==> src/rtl/dmem_bridge.sv <==
// dmem_bridge: turns single-cycle core data-memory accesses into strobe/ack
// bus transactions, stalling the core until each one completes. Misaligned
// accesses and bus timeouts are recorded in sticky error registers.
module dmem_bridge #(
  parameter int unsigned  TIMEOUT   = 255,
  parameter logic [31:0]  ERR_RDATA = 32'h0000_0000
) (
  input  logic        clk,
  input  logic        rst,
  input  logic        core_ren,
  input  logic        core_wen,
  input  logic [31:0] core_addr,
  input  logic [31:0] core_dout,
  output logic [31:0] core_din,
  output logic        core_stall,
  output logic        bus_stb,
  output logic        bus_we,
  output logic [31:0] bus_addr,
  output logic [31:0] bus_wdata,
  input  logic [31:0] bus_rdata,
  input  logic        bus_ack,
  input  logic        err_clr,
  output logic        err_flag,
  output logic [1:0]  err_code,
  output logic [31:0] err_addr
);

  localparam logic [1:0] ST_IDLE = 2'd0;
  localparam logic [1:0] ST_BUSY = 2'd1;
  localparam logic [1:0] ST_DONE = 2'd2;

  // Last BUSY cycle before the transaction is abandoned.
  localparam logic [15:0] CNT_LAST = 16'(TIMEOUT - 32'd1);

  localparam logic [1:0] ERR_MISALIGN = 2'b01;
  localparam logic [1:0] ERR_TIMEOUT  = 2'b10;

  logic [1:0]  state_r;
  logic [15:0] cnt_r;
  logic        req_s;
  logic        mis_s;
  logic        mis_err_s;
  logic        to_err_s;

  // Word accesses only: any set low address bit is a misalignment.
  function automatic logic addr_misaligned(input logic [1:0] lsb);
    return (lsb != 2'b00);
  endfunction

  // Request decode, error triggers and the core stall.
  always_comb begin
    req_s      = core_ren | core_wen;
    mis_s      = req_s & addr_misaligned(core_addr[1:0]);
    mis_err_s  = (state_r == ST_IDLE) & mis_s;
    to_err_s   = (state_r == ST_BUSY) & ~bus_ack & (cnt_r == CNT_LAST);
    core_stall = ((state_r == ST_IDLE) & req_s & ~mis_s) | (state_r == ST_BUSY);
  end

  // Transaction FSM, bus request registers, wait counter and read data.
  always_ff @(posedge clk) begin
    if (!rst) begin
      state_r   <= ST_IDLE;
      cnt_r     <= 16'd0;
      bus_stb   <= 1'b0;
      bus_we    <= 1'b0;
      bus_addr  <= 32'd0;
      bus_wdata <= 32'd0;
      core_din  <= 32'd0;
    end else begin
      case (state_r)
        ST_IDLE: begin
          if (req_s && !mis_s) begin
            // Write wins when both request lines are high.
            bus_stb   <= 1'b1;
            bus_we    <= core_wen;
            bus_addr  <= core_addr;
            bus_wdata <= core_dout;
            cnt_r     <= 16'd0;
            state_r   <= ST_BUSY;
          end else if (mis_s && !core_wen) begin
            core_din <= ERR_RDATA;
          end else begin
            state_r <= ST_IDLE;
          end
        end
        ST_BUSY: begin
          if (bus_ack) begin
            // An ack on the final wait cycle still counts as success.
            bus_stb <= 1'b0;
            if (!bus_we) begin
              core_din <= bus_rdata;
            end
            state_r <= ST_DONE;
          end else if (cnt_r == CNT_LAST) begin
            bus_stb <= 1'b0;
            if (!bus_we) begin
              core_din <= ERR_RDATA;
            end
            state_r <= ST_DONE;
          end else begin
            cnt_r <= cnt_r + 16'd1;
          end
        end
        ST_DONE: begin
          // Core retires the access this cycle; its still-present request is ignored.
          state_r <= ST_IDLE;
        end
        default: begin
          state_r <= ST_IDLE;
          bus_stb <= 1'b0;
        end
      endcase
    end
  end

  // Sticky error registers; a new error beats a simultaneous clear.
  always_ff @(posedge clk) begin
    if (!rst) begin
      err_flag <= 1'b0;
      err_code <= 2'b00;
      err_addr <= 32'd0;
    end else if (mis_err_s) begin
      err_flag <= 1'b1;
      err_code <= ERR_MISALIGN;
      err_addr <= core_addr;
    end else if (to_err_s) begin
      err_flag <= 1'b1;
      err_code <= ERR_TIMEOUT;
      err_addr <= bus_addr;
    end else if (err_clr) begin
      err_flag <= 1'b0;
      err_code <= 2'b00;
      err_addr <= 32'd0;
    end else begin
      err_flag <= err_flag;
    end
  end

endmodule

==> config.mk <==
export PLATFORM = sky130hd
export DESIGN_NAME = dmem_bridge
export DESIGN_NICKNAME = d
export VERILOG_FILES = /design/src/rtl/dmem_bridge.sv
export SDC_FILE = /design/constraint.sdc
export NUM_CORES = 1
export LEC_CHECK = 0
export BUFFER_PORTS_ARGS = -buffer_cell sky130_fd_sc_hd__buf_2
export CORE_UTILIZATION = 32
export DETAILED_ROUTE_END_ITERATION = 7
export HOLD_SLACK_MARGIN = 0.02
export SLEW_MARGIN = 30
export SYNTH_ARGS = -nofsm -noshare
export SYNTH_HDL_FRONTEND = slang
export SYNTH_SLANG_ARGS = --single-unit
==> constraint.sdc <==
create_clock -name clk -period 2.5 [get_ports clk]
set_clock_uncertainty 0.2 [all_clocks]
set_input_delay 0.25 -clock clk [delete_from_list [all_inputs] [get_ports clk]]
set_output_delay 0.25 -clock clk [all_outputs]
set_load 0.005 [all_outputs]
==> results.txt, run 1 <==
The flow ran to the end, and the final reports show no timing, DRC or antenna violations. The detailed-routing iteration count for the pre-antenna-repair pass came out at 4. The height of the chip came out at 141 um. The worst flop-to-flop path startpoint is cnt_r[1]. At the worst endpoint, the required time is 2590 ps.

The global-route wire length before repair came out at 30.9 mm. The die span in x is 141 um. The final count of hold timing violations came to 0. The prevailing post-synth register cell is sky130_fd_sc_hd__dfxtp_1. Summed over all failing endpoints, the final setup total negative slack is 0 ps. The count of standard-cell rows is 50. The largest individual stage delay along the critical path comes from the cell sky130_fd_sc_hd__dfxtp_1.

The placed cell area is 7580 um2. Entering global routing, the biggest net connects 44 pins. The final number of setup-violating endpoints is 0. For hold timing, the worst endpoint is bus_stb. Dividing total power by cell area gives a power density of 624 nW/um2.

The critical hold path startpoint is bus_ack. After floorplanning, the core was sized to cover 18800 um2. The number of distinct library cells after synthesis came out at 51. The count of flip-flops with a built-in enable after synthesis came out at 0.

The count of mapped cells out of synthesis came out at 744. The clock edge transition at the registers on the reported setup and hold paths is 60 ps. The worst hold path belongs to the class primary input to flip-flop.

The starting utilization of the core area is 0.328. The number of cells on the worst reg-to-reg path is 7. The initial antenna violation count is 0. The post-synth design cell area came out at 6150 um2. The data arrival time at the worst-slack endpoint is 2360 ps. The area added between synthesis and finish is 48.4%. The area enclosed by the die boundary is 19800 um2.

The detailed-route vias per instance came out at 4.80. The shortest period the worst path allows came out at 2270 ps. In this run the number of H-tree levels came out at 4.

The number of logic stages on the critical path including buffering is 7. Max-cap violations in this run came to 0. The total of flip-flops plus latches after synthesis came out at 151.

The worst-skew pair later-pin latency came out at 420 ps. Of the available clock period, the critical path in the final layout requires 0.910. The proportion of synthesized flip-flops having asynchronous set or reset is 0. The count of buffering cells on the critical path with inverters included came out at 1. The share of the Yosys chip area taken by registers is 0.492. Walking the worst path, the cells encountered are ha_1, nor4b_2, nand4_2, nor2_8, buf_12, mux2i_1, o21ai_1. The worst-case IR drop observed on VDD is 0.000557 V. For this design the top-level I/O count stands at 236.

Leaving out fill and tap cells, the most frequent cell in the layout is sky130_fd_sc_hd__buf_2. Setup repair after global routing left no endpoint under its margin. TritonCTS built the clock tree. The net count reported at finish is 1162. Once layout is done, the placed cells without fillers occupy 9120 um2. The final weighted congestion in routability-driven placement is 0.797. The worst setup path is of the flip-flop to flip-flop kind. The fmax came out at 440 MHz. The endpoint identified for the worst register-to-register timing path is err_addr[17]. The maximum single-stage delay on the critical path is 410 ps. The number of max-slew violations in the final report is 0. After legalization and detailed placement, the total HPWL measured 12.1 mm. The total wirelength of the detailed-routed design is 19.2 mm. The number of nets still failing antenna checks after routing came out at 0. For this run the aggregate overflow at the end of global routing stands at 0. The count of buffers added on input and output ports is 235.

The worst setup path is captured at a flip-flop. In this run the clock root is driven by a sky130_fd_sc_hd__clkbuf_16. STA classifies the critical path startpoint as a flip-flop.

The library cells used most frequently in the layout, excluding fill and tap cells, are 235 x sky130_fd_sc_hd__buf_2, 202 x sky130_fd_sc_hd__nand2_1, 150 x sky130_fd_sc_hd__dfxtp_1, 96 x sky130_fd_sc_hd__dlygate4sd3_1, 75 x sky130_fd_sc_hd__a21oi_1. At the pin with the least slew margin, the transition time is 711 ps. The number of design-rule violations left by the first detailed-router iteration is 282. The Yosys step of the flow raised 0 warnings. No sink is reached through more buffers than the 2 on the longest clock path. The share of cells above drive strength 1 came out at 0.283. Measured against its own limit, the worst slew margin works out to 0.526.

The via count of the first global-routing pass is 6019. The critical path's top delay family is simple AND/OR/NAND/NOR gates. For this run, design rule violations remaining after detail routing come to 0. After synthesis, the mean cell area works out to 8.27 um2.

The count of clock tree sinks is 151. The count of antenna diodes in the layout came out at 0. The detailed router placed 6258 vias in this run. The maximum fanout encountered on the critical timing path is 36. The number of nets in the synthesized netlist is 848. The leakage power total is 3.88 nW. The reg-to-reg setup timing slack came out at 230 ps. The global-route total usage across every layer is 0.197. The average wire per standard cell came out at 14.7 um. The number of buffers created by CTS is 17. The number of cells traversed by the worst hold path came out at 4.
[routing by layer]
metal,wire [um],share of wire,track usage,vias up
met5,0,0,0,-
met4,252,0.013,0.0686,0
met3,1520,0.079,0.0601,16
met2,8760,0.46,0.322,234
met1,8680,0.45,0.245,2854
li1,-,-,-,3154
[what timing repair did]
item                                    in CTS  in global routing
setup buffers                                0                  1
hold endpoints to repair                   126                  0
endpoints found under the setup margin       0                  1
hold buffers                                96                  0
gates resized for setup                      0                  1
[cell families after synthesis]
group           count (synthesis)  share of synthesized area
buf+inv                        59                     0.0427
compound gates                161                      0.144
mux                            30                     0.0488
flops                         151                      0.492
fa+ha+maj                       2                    0.00407
xor+xnor                        5                    0.00712
simple gates                  336                      0.262
[power breakdown]
group          internal (W)  switching [W]  total (W)
clock network       0.00143        0.00107    0.00251
registers           0.00249      0.0000487    0.00254
logic              0.000321       0.000329   0.000650
total               0.00424        0.00145    0.00570
[cell type report]
| type | count | area (um2) |
|---|---|---|
| clock buffer | 19 | 453 |
| clock inverter | 12 | 119 |
| fill | 1743 | 9640 |
| inverter | 4 | 15.0 |
| multi-input combinational | 534 | 2880 |
| sequential | 151 | 3020 |
| tap | 234 | 293 |
| timing repair buffer | 350 | 2340 |
[metrics by stage]
stage / hold slack [ps] / worst slack, ps / std cells / utilization / power, W
2_1_floorplan: 165 / 384 / 744 / - / 0.00284
3_5_place_dp: 240 / 229 / 1176 / 0.404 / 0.00312
4_1_cts: 44.1 / 162 / 1303 / 0.486 / 0.00576
3_3_place_gp: 233 / 273 / 1176 / 0.404 / 0.00312
6_report: 66.9 / 225 / 1304 / 0.486 / 0.00570
5_1_grt: 85.6 / 59.8 / 1304 / 0.486 / 0.00594
[synthesized netlist by cell type (4+ instances only)]
cell type / n / area [um2]
sky130_fd_sc_hd__buf_2: 12 / 60.1
sky130_fd_sc_hd__nand2b_1: 4 / 25.0
sky130_fd_sc_hd__nor2b_1: 31 / 194
sky130_fd_sc_hd__nor2_1: 18 / 67.6
sky130_fd_sc_hd__and3_1: 4 / 25.0
sky130_fd_sc_hd__dfxtp_1: 151 / 3020
sky130_fd_sc_hd__nand2_1: 203 / 762
sky130_fd_sc_hd__or4_1: 5 / 37.5
sky130_fd_sc_hd__nor3_1: 5 / 25.0
sky130_fd_sc_hd__nand4_1: 5 / 31.3
sky130_fd_sc_hd__xor2_1: 5 / 43.8
sky130_fd_sc_hd__nand3_1: 41 / 205
sky130_fd_sc_hd__a21oi_1: 75 / 375
sky130_fd_sc_hd__clkbuf_1: 38 / 143
sky130_fd_sc_hd__o21ai_1: 67 / 335
sky130_fd_sc_hd__a31oi_1: 4 / 25.0
sky130_fd_sc_hd__inv_1: 4 / 15.0
sky130_fd_sc_hd__mux2i_1: 30 / 300
[tightest hold or removal path: cells and delay by family]
family | cells | cell delay, ps
buf+inv | 1 | 160
simple gates | 1 | 80
compound gates | 2 | 140
[worst max-delay path by stage]
stage                     from      endpoint  slack, ps
finish                cnt_r[1]  err_addr[17]        230
floorplan             cnt_r[0]     cnt_r[11]        380
global placement      cnt_r[0]     cnt_r[11]        270
detailed placement    cnt_r[1]  err_addr[17]        230
global route          cnt_r[1]   err_addr[5]         60
CTS                 state_r[0]    core_stall        160
[flip-flops by register name (all words and copies together), names as in the netlist]
register,flops
bus_addr,32
err_code,2
err_addr,32
cnt_r,16
err_flag,1
bus_stb,1
bus_wdata,32
state_r,2
core_din,32
bus_we,1
(Power assumes the default switching activity.)
==> run 2, diff against run 1 <==
==> constraint.sdc (replaced) <==
create_clock -name clk -period 2.55 [get_ports clk]
set_clock_uncertainty 0.2 [all_clocks]
set_input_delay 0.255 -clock clk [delete_from_list [all_inputs] [get_ports clk]]
set_output_delay 0.255 -clock clk [all_outputs]
set_load 0.1 [all_outputs]
==> results.txt, run 2 (synthesis results as in run 1) <==
Run status: completed (unchanged). The highest layer used for signal routing is met4 (unchanged). The share of cells above drive strength 1 came out at 0.287 (was 0.283).

The critical-path cell with the highest stage delay is sky130_fd_sc_hd__nor3_1 (was sky130_fd_sc_hd__dfxtp_1). The type of the worst setup path was flip-flop to output pin (was flip-flop to flip-flop). Cell-by-cell listing of the critical path: nor3_1, nand2_2, nand2_1, buf_12 (was ha_1, nor4b_2, nand4_2, nor2_8, buf_12, mux2i_1, o21ai_1).

The fraction of power spent switching nets is 0.323 (was 0.255). The number of logic stages on the critical path including buffering came out at 4 (was 7). The H-tree level count is 4 (unchanged). The routed length on met2 is 9.13 mm (was 8.76 mm). The worst-skew pair later-pin latency was 420 ps (about the same). Unrepaired setup endpoints after global routing: false (unchanged). The number of placed instances, taps included is 1187 (was 1176). The worst-case clock buffer depth came to 2 (unchanged). The switching component of the power is 0.00202 W (was 0.00145 W).

The critical path's top delay family is simple AND/OR/NAND/NOR gates (unchanged). The area inside the core boundary came out at 18800 um2 (unchanged). The data required time at the worst endpoint is 2100 ps (was 2590 ps). The worst IR drop on VDD is 0.000429 V (was 0.000557 V). The count of buffering cells on the critical path with inverters included came out at 1 (unchanged). The count of buffers from port buffering came out at 235 (unchanged). The count of standard-cell rows is 50 (unchanged).

The data arrival time at the worst-slack endpoint came out at 1970 ps (was 2360 ps). The leading cell type in the layout, fill and taps excluded is sky130_fd_sc_hd__buf_2 (unchanged). The fmax came out at 412 MHz. The final routed DRC violation total was 0 (unchanged). The sum of net half-perimeters after detailed placement was 12.6 mm (was 12.1 mm). The path class of the lowest-slack min-delay path was primary input to flip-flop (unchanged). The TritonCTS clock tree is built (unchanged). The final number of setup-violating endpoints came out at 0 (unchanged).

The portion of the clock cycle consumed by the worst path in the final layout came out at 0.951. The buffer cell driving the clock tree root was sky130_fd_sc_hd__clkbuf_16 (unchanged). The part of the power in the clock network came out at 0.401 (was 0.440). The worst setup path endpoint was core_stall (was err_addr[17]). The starting utilization of the core area is 0.328 (unchanged). The largest net degree at the start of global routing came to 47 (was 44). The core utilization of the finished layout came to 0.493 (was 0.486). The worst-case hold slack came to 40.0 ps (was 66.9 ps). The initial antenna violation count was 0 (unchanged).

The maximum single-stage delay on the critical path came out at 420 ps (was 410 ps). The number of design-rule violations left by the first detailed-router iteration came to 251 (was 282). The global-route total usage across every layer is 0.199 (was 0.197).

The average wire per standard cell is 15.0 um (was 14.7 um). The die span in x was 141 um (unchanged). The slew at the pin with the worst max-slew slack is 767 ps (was 711 ps). The ratio of total power to cell area is 675 nW/um2 (was 624 nW/um2). The worst flop-to-flop path startpoint is cnt_r[0] (was cnt_r[1]). The area enclosed by the die boundary is 19800 um2 (unchanged). The net count reported at finish came out at 1171 (was 1162).

The count of clock tree sinks came out at 151 (unchanged). The type of element launching the critical path is a flip-flop (unchanged). The met3 wire length is 1.46 mm (was 1.52 mm). The detailed-routing iteration count for the pre-antenna-repair pass is 4 (unchanged).

The area added between synthesis and finish came out at 50.4% (was 48.4%). The met1 routed wirelength after detailed routing was 8.86 mm (was 8.68 mm). The endpoint of the worst-slack reg-to-reg timing path is cnt_r[11] (was err_addr[17]). The maximum fanout encountered on the critical timing path came out at 10 (was 36). The total via count in the routed design is 6302 (was 6258). The total wirelength of the detailed-routed design is 19.6 mm (was 19.2 mm).

The part of the total power dissipated in sequential elements is 0.399 (was 0.446). The critical hold path startpoint is rst (was bus_ack). The source of the critical timing path is state_r[1] (was cnt_r[1]).

The combinational fraction of design power is 0.200 (was 0.114). The number of maximum-capacitance violations is 0 (unchanged). The number of buffers created by CTS is 17 (unchanged). The top-level I/O count is 236 (unchanged). The internal power consumption was 0.00422 W (was 0.00424 W).

The reg-to-reg setup timing slack came out at 270 ps (was 230 ps). The clock edge transition at the registers on the reported setup and hold paths is 60 ps (about the same). The final count of hold timing violations came out at 0 (unchanged). Commonest cells after routing, fill and taps aside: 234 x sky130_fd_sc_hd__buf_2, 202 x sky130_fd_sc_hd__nand2_1, 151 x sky130_fd_sc_hd__dfxtp_1, 95 x sky130_fd_sc_hd__dlygate4sd3_1, 75 x sky130_fd_sc_hd__a21oi_1 (was 235 x sky130_fd_sc_hd__buf_2, 202 x sky130_fd_sc_hd__nand2_1, 150 x sky130_fd_sc_hd__dfxtp_1, 96 x sky130_fd_sc_hd__dlygate4sd3_1, 75 x sky130_fd_sc_hd__a21oi_1). The depth of the worst register-to-register path is 9 (was 7). The sum of negative setup slack is 0 ps (unchanged). The headroom to the max-slew limit came out at 0.488 (was 0.526). The leakage power total is 3.94 nW (was 3.88 nW). The number of nets still failing antenna checks after routing is 0 (unchanged). The shortest period the worst path allows came out at 2430 ps. The global-route wire length before repair was 31.3 mm (was 30.9 mm).

The total congestion overflow is 0 (unchanged). The height of the chip is 141 um (unchanged). The count of antenna diodes in the layout came to 0 (unchanged). The detailed-route vias per instance came to 4.80 (about the same).

The final weighted congestion in routability-driven placement was 0.802 (was 0.797). The sort of element at the end of the critical path is an output pin (was flip-flop). The number of max-slew violations in the final report came to 0 (unchanged). The count of placed standard cells in the final layout, fillers left out is 1313 (was 1304).

The via count of the first global-routing pass was 6218 (was 6019).
run 2: cell count changes in the layout (fill, tap and decap cells not counted), moves of 2 or more:
cell                       change
sky130_fd_sc_hd__buf_4         +7
sky130_fd_sc_hd__buf_12        +4
sky130_fd_sc_hd__clkbuf_1      +2
sky130_fd_sc_hd__clkbuf_8      -2
run 2: power by group through the flow:
stage          registers [W]  clock network [W]  logic [W]
5_1_grt              0.00250            0.00267    0.00131
3_3_place_gp         0.00254                  0    0.00113
6_report             0.00249            0.00250    0.00125
4_1_cts              0.00249            0.00257    0.00124
3_5_place_dp         0.00254                  0    0.00113
2_1_floorplan        0.00312                  0   0.000251
run 2: how the worst min path moves through the flow:
stage	slack, ps	cells past startpoint	to
floorplan	170	2	err_addr[10]
global placement	230	2	core_din[1]
detailed placement	240	2	core_din[28]
CTS	30	2	err_code[0]
global route	40	2	err_code[0]
finish	40	2	err_code[0]
run 2: metrics by stage:
step	cell area (um2)	power (W)	setup slack, ps
floorplan	6150	0.00337	430
global placement	7720	0.00366	289
detailed placement	7720	0.00367	252
CTS	9250	0.00630	58.7
global route	9250	0.00647	47.4
finish	9250	0.00624	124
run 2: final cells by class:
cell class | instances | area, um2
fill | 1781 | 9520
timing repair buffer | 359 | 2460
clock buffer | 19 | 433
tap | 234 | 293
multi-input combinational | 534 | 2880
clock inverter | 12 | 145
inverter | 4 | 15.0
sequential | 151 | 3020
run 2: what timing repair did:
| item | 4_1_cts | 5_1_grt |
|---|---|---|
| buffers inserted | 0 | 0 |
| hold endpoints to repair | 125 | 0 |
| hold buffers | 95 | 0 |
| gates resized for setup | 0 | 0 |
run 2: worst reg2reg max path: stages, from the launching register on:
cell	delay [ps]
sky130_fd_sc_hd__dfxtp_1	320
sky130_fd_sc_hd__inv_1	40
sky130_fd_sc_hd__ha_1	180
sky130_fd_sc_hd__nor4b_2	150
sky130_fd_sc_hd__buf_4	150
sky130_fd_sc_hd__a41oi_4	240
sky130_fd_sc_hd__buf_4	220
sky130_fd_sc_hd__nand2_2	90
sky130_fd_sc_hd__or4_1	470
sky130_fd_sc_hd__a21oi_1	160
run 2: metal layers:
layer  GRT usage  vias to the layer above
met4      0.0584                        0
li1            -                     3166
met3      0.0577                       13
met5           0                        -
met2       0.334                      218
met1       0.247                     2905
==> run 3, diff against run 2 <==
Settings changed: GPL_TIMING_DRIVEN set to 0.
Clock period 2.55 ns to 2.5 ns, I/O delays scaled along.
==> results.txt, run 3 (synthesis results as in run 1) <==
Run status: completed (unchanged). The final count of hold timing violations is 0 (unchanged). The worst-case clock buffer depth is 2 (unchanged). The global-route total usage across every layer is 0.208 (was 0.199). The global-route wire length before repair is 32.4 mm (was 31.3 mm).

The data arrival time at the worst-slack endpoint is 1870 ps (was 1970 ps). The starting utilization of the core area is 0.328 (unchanged). The path class of the lowest-slack min-delay path is primary input to flip-flop (unchanged). The initial antenna violation count is 0 (unchanged). The endpoint of the worst hold-timing path is err_addr[0] (was err_code[0]). The area inside the core boundary is 18800 um2 (unchanged).

The data required time at the worst endpoint is 2050 ps (was 2100 ps). The leakage power total is 3.93 nW (was 3.94 nW). The number of maximum-capacitance violations came out at 0 (unchanged). The total area of sequential cells is 3020 um2 (unchanged). The count of standard-cell rows is 50 (unchanged). The reg-to-reg setup timing slack is 220 ps (was 270 ps). The number of design-rule violations left by the first detailed-router iteration came to 279 (was 251). The net count reported at finish is 1200 (was 1171). The final routed DRC violation total is 0 (unchanged). The TritonCTS clock tree is built (unchanged). The largest net degree at the start of global routing came out at 17 (was 47). The die span in x was 141 um (unchanged). The depth of the worst register-to-register path came out at 7 (was 9). The critical hold path startpoint was err_clr (was rst). The fmax came out at 431 MHz. The via count of the first global-routing pass came out at 6291 (was 6218). The source of the critical timing path is state_r[1] (unchanged).

The area enclosed by the die boundary came to 19800 um2 (unchanged). The final-layout fill cell count came out at 1806 (was 1781). The clock period could shrink to 2320 ps. The height of the chip came out at 141 um (unchanged).

The worst IR drop on VDD came out at 0.000534 V (was 0.000429 V). The total wirelength of the detailed-routed design is 20.4 mm (was 19.6 mm). The total congestion overflow came out at 0 (unchanged). The worst flop-to-flop path startpoint is cnt_r[0] (unchanged). The slew at the pin with the worst max-slew slack is 564 ps (was 767 ps). The detailed-route vias per instance is 4.78 (was 4.80). The portion of the clock cycle consumed by the worst path in the final layout is 0.927. The clock edge transition at the registers on the reported setup and hold paths is 60 ps (about the same). The sum of net half-perimeters after detailed placement is 13.9 mm (was 12.6 mm). The H-tree level count was 4 (unchanged). The number of buffers created by CTS came out at 17 (unchanged). The combined area of the multi-input logic cells came to 2890 um2 (was 2880 um2).

The detailed-routing iteration count for the pre-antenna-repair pass is 5 (was 4). The worst-skew pair later-pin latency came out at 420 ps (about the same). The final weighted congestion in routability-driven placement is 0.791 (was 0.802). Commonest cells after routing, fill and taps aside: 247 x sky130_fd_sc_hd__buf_2, 202 x sky130_fd_sc_hd__nand2_1, 151 x sky130_fd_sc_hd__dfxtp_1, 96 x sky130_fd_sc_hd__dlygate4sd3_1, 75 x sky130_fd_sc_hd__a21oi_1 (was 234 x sky130_fd_sc_hd__buf_2, 202 x sky130_fd_sc_hd__nand2_1, 151 x sky130_fd_sc_hd__dfxtp_1, 95 x sky130_fd_sc_hd__dlygate4sd3_1, 75 x sky130_fd_sc_hd__a21oi_1). The headroom to the max-slew limit came to 0.621 (was 0.488). The worst-case hold slack is 40.9 ps (was 40.0 ps). The leading cell type in the layout, fill and taps excluded is sky130_fd_sc_hd__buf_2 (unchanged). The count of buffers from port buffering came out at 235 (unchanged). The average wire per standard cell is 15.2 um (was 15.0 um). The overall power after layout is 0.00643 W (was 0.00624 W). The number of cells traversed by the worst hold path came to 3 (was 2). The share of cells above drive strength 1 is 0.272 (was 0.287). The area added between synthesis and finish is 50.0% (was 50.4%). The ratio of total power to cell area is 697 nW/um2 (was 675 nW/um2). The final number of setup-violating endpoints is 0 (unchanged). The number of nets still failing antenna checks after routing came out at 0 (unchanged). The count of antenna diodes in the layout is 0 (unchanged).

The endpoint of the worst-slack reg-to-reg timing path is cnt_r[11] (unchanged). The number of max-slew violations in the final report came out at 0 (unchanged). The type of the worst setup path was flip-flop to output pin (unchanged).

The count of clock tree sinks came to 151 (unchanged). The maximum fanout encountered on the critical timing path is 8 (was 10). The top-level I/O count came out at 236 (unchanged). Unrepaired setup endpoints after global routing: false (unchanged). The sort of element at the end of the critical path is an output pin (unchanged). The buffer cell driving the clock tree root is sky130_fd_sc_hd__clkbuf_16 (unchanged). The total via count in the routed design is 6416 (was 6302). The type of element launching the critical path is a flip-flop (unchanged).
run 3: metrics by stage:
| step | util | TNS [ps] | std cells | setup WS [ps] | instance area [um2] |
|---|---|---|---|---|---|
| 4_1_cts | 0.489 | 0 | 1340 | 72.4 | 9190 |
| 3_5_place_dp | 0.406 | -316 | 1213 | -35.7 | 7620 |
| 3_3_place_gp | 0.406 | -225 | 1213 | -19.8 | 7620 |
| 5_1_grt | 0.491 | 0 | 1342 | 17.9 | 9220 |
| 6_report | 0.491 | 0 | 1342 | 182 | 9220 |
| 2_1_floorplan | - | 0 | 744 | 384 | 6150 |
run 3: how the worst max path moves through the flow:
stage	depth (start not counted)	slack, ps	end
after global placement	8	-20	bus_wdata[13]
after global routing	4	20	core_stall
after floorplan	7	380	cnt_r[11]
after detailed placement	8	-40	bus_wdata[3]
final	4	180	core_stall
after CTS	5	70	core_stall
run 3: layout make-up:
| cell class | instances | area share |
|---|---|---|
| plain buffers | 55 | 0.0273 |
| clock buffers | 20 | 0.0484 |
| clock inverters | 11 | 0.0159 |
| inverters | 4 | 0.00163 |
| multi-input cells | 534 | 0.313 |
| flip-flops and latches | 151 | 0.328 |
| well taps | 234 | 0.0317 |
| repair buffers | 333 | 0.234 |
run 3: critical path, cell delays in order, from the launching register on:
cell	delay (ps)
sky130_fd_sc_hd__dfxtp_1	520
sky130_fd_sc_hd__nand2b_1	150
sky130_fd_sc_hd__clkbuf_1	410
sky130_fd_sc_hd__nand2_1	140
sky130_fd_sc_hd__buf_6	220
run 3: repair_timing:
| action | CTS | global route |
|---|---|---|
| endpoints found under the hold margin | 126 | 0 |
| hold buffers | 96 | 0 |
| setup endpoints to repair | 1 | 90 |
| buffers inserted | 0 | 2 |
| pin swaps | 0 | 1 |
| gates cloned | 0 | 0 |
| gates resized for setup | 4 | 8 |
run 3: routing by layer:
metal	vias to the layer above	global-route usage	part of all wire
met5	-	0	0
met4	0	0.0681	0.015
met3	20	0.0754	0.081
met2	237	0.339	0.46
met1	2932	0.253	0.44
li1	3227	-	-
run 3: power by group:
group | internal (W) | total, W | switching, W
clock network | 0.00159 | 0.00263 | 0.00104
registers | 0.00249 | 0.00254 | 0.0000518
logic | 0.000315 | 0.00125 | 0.000940
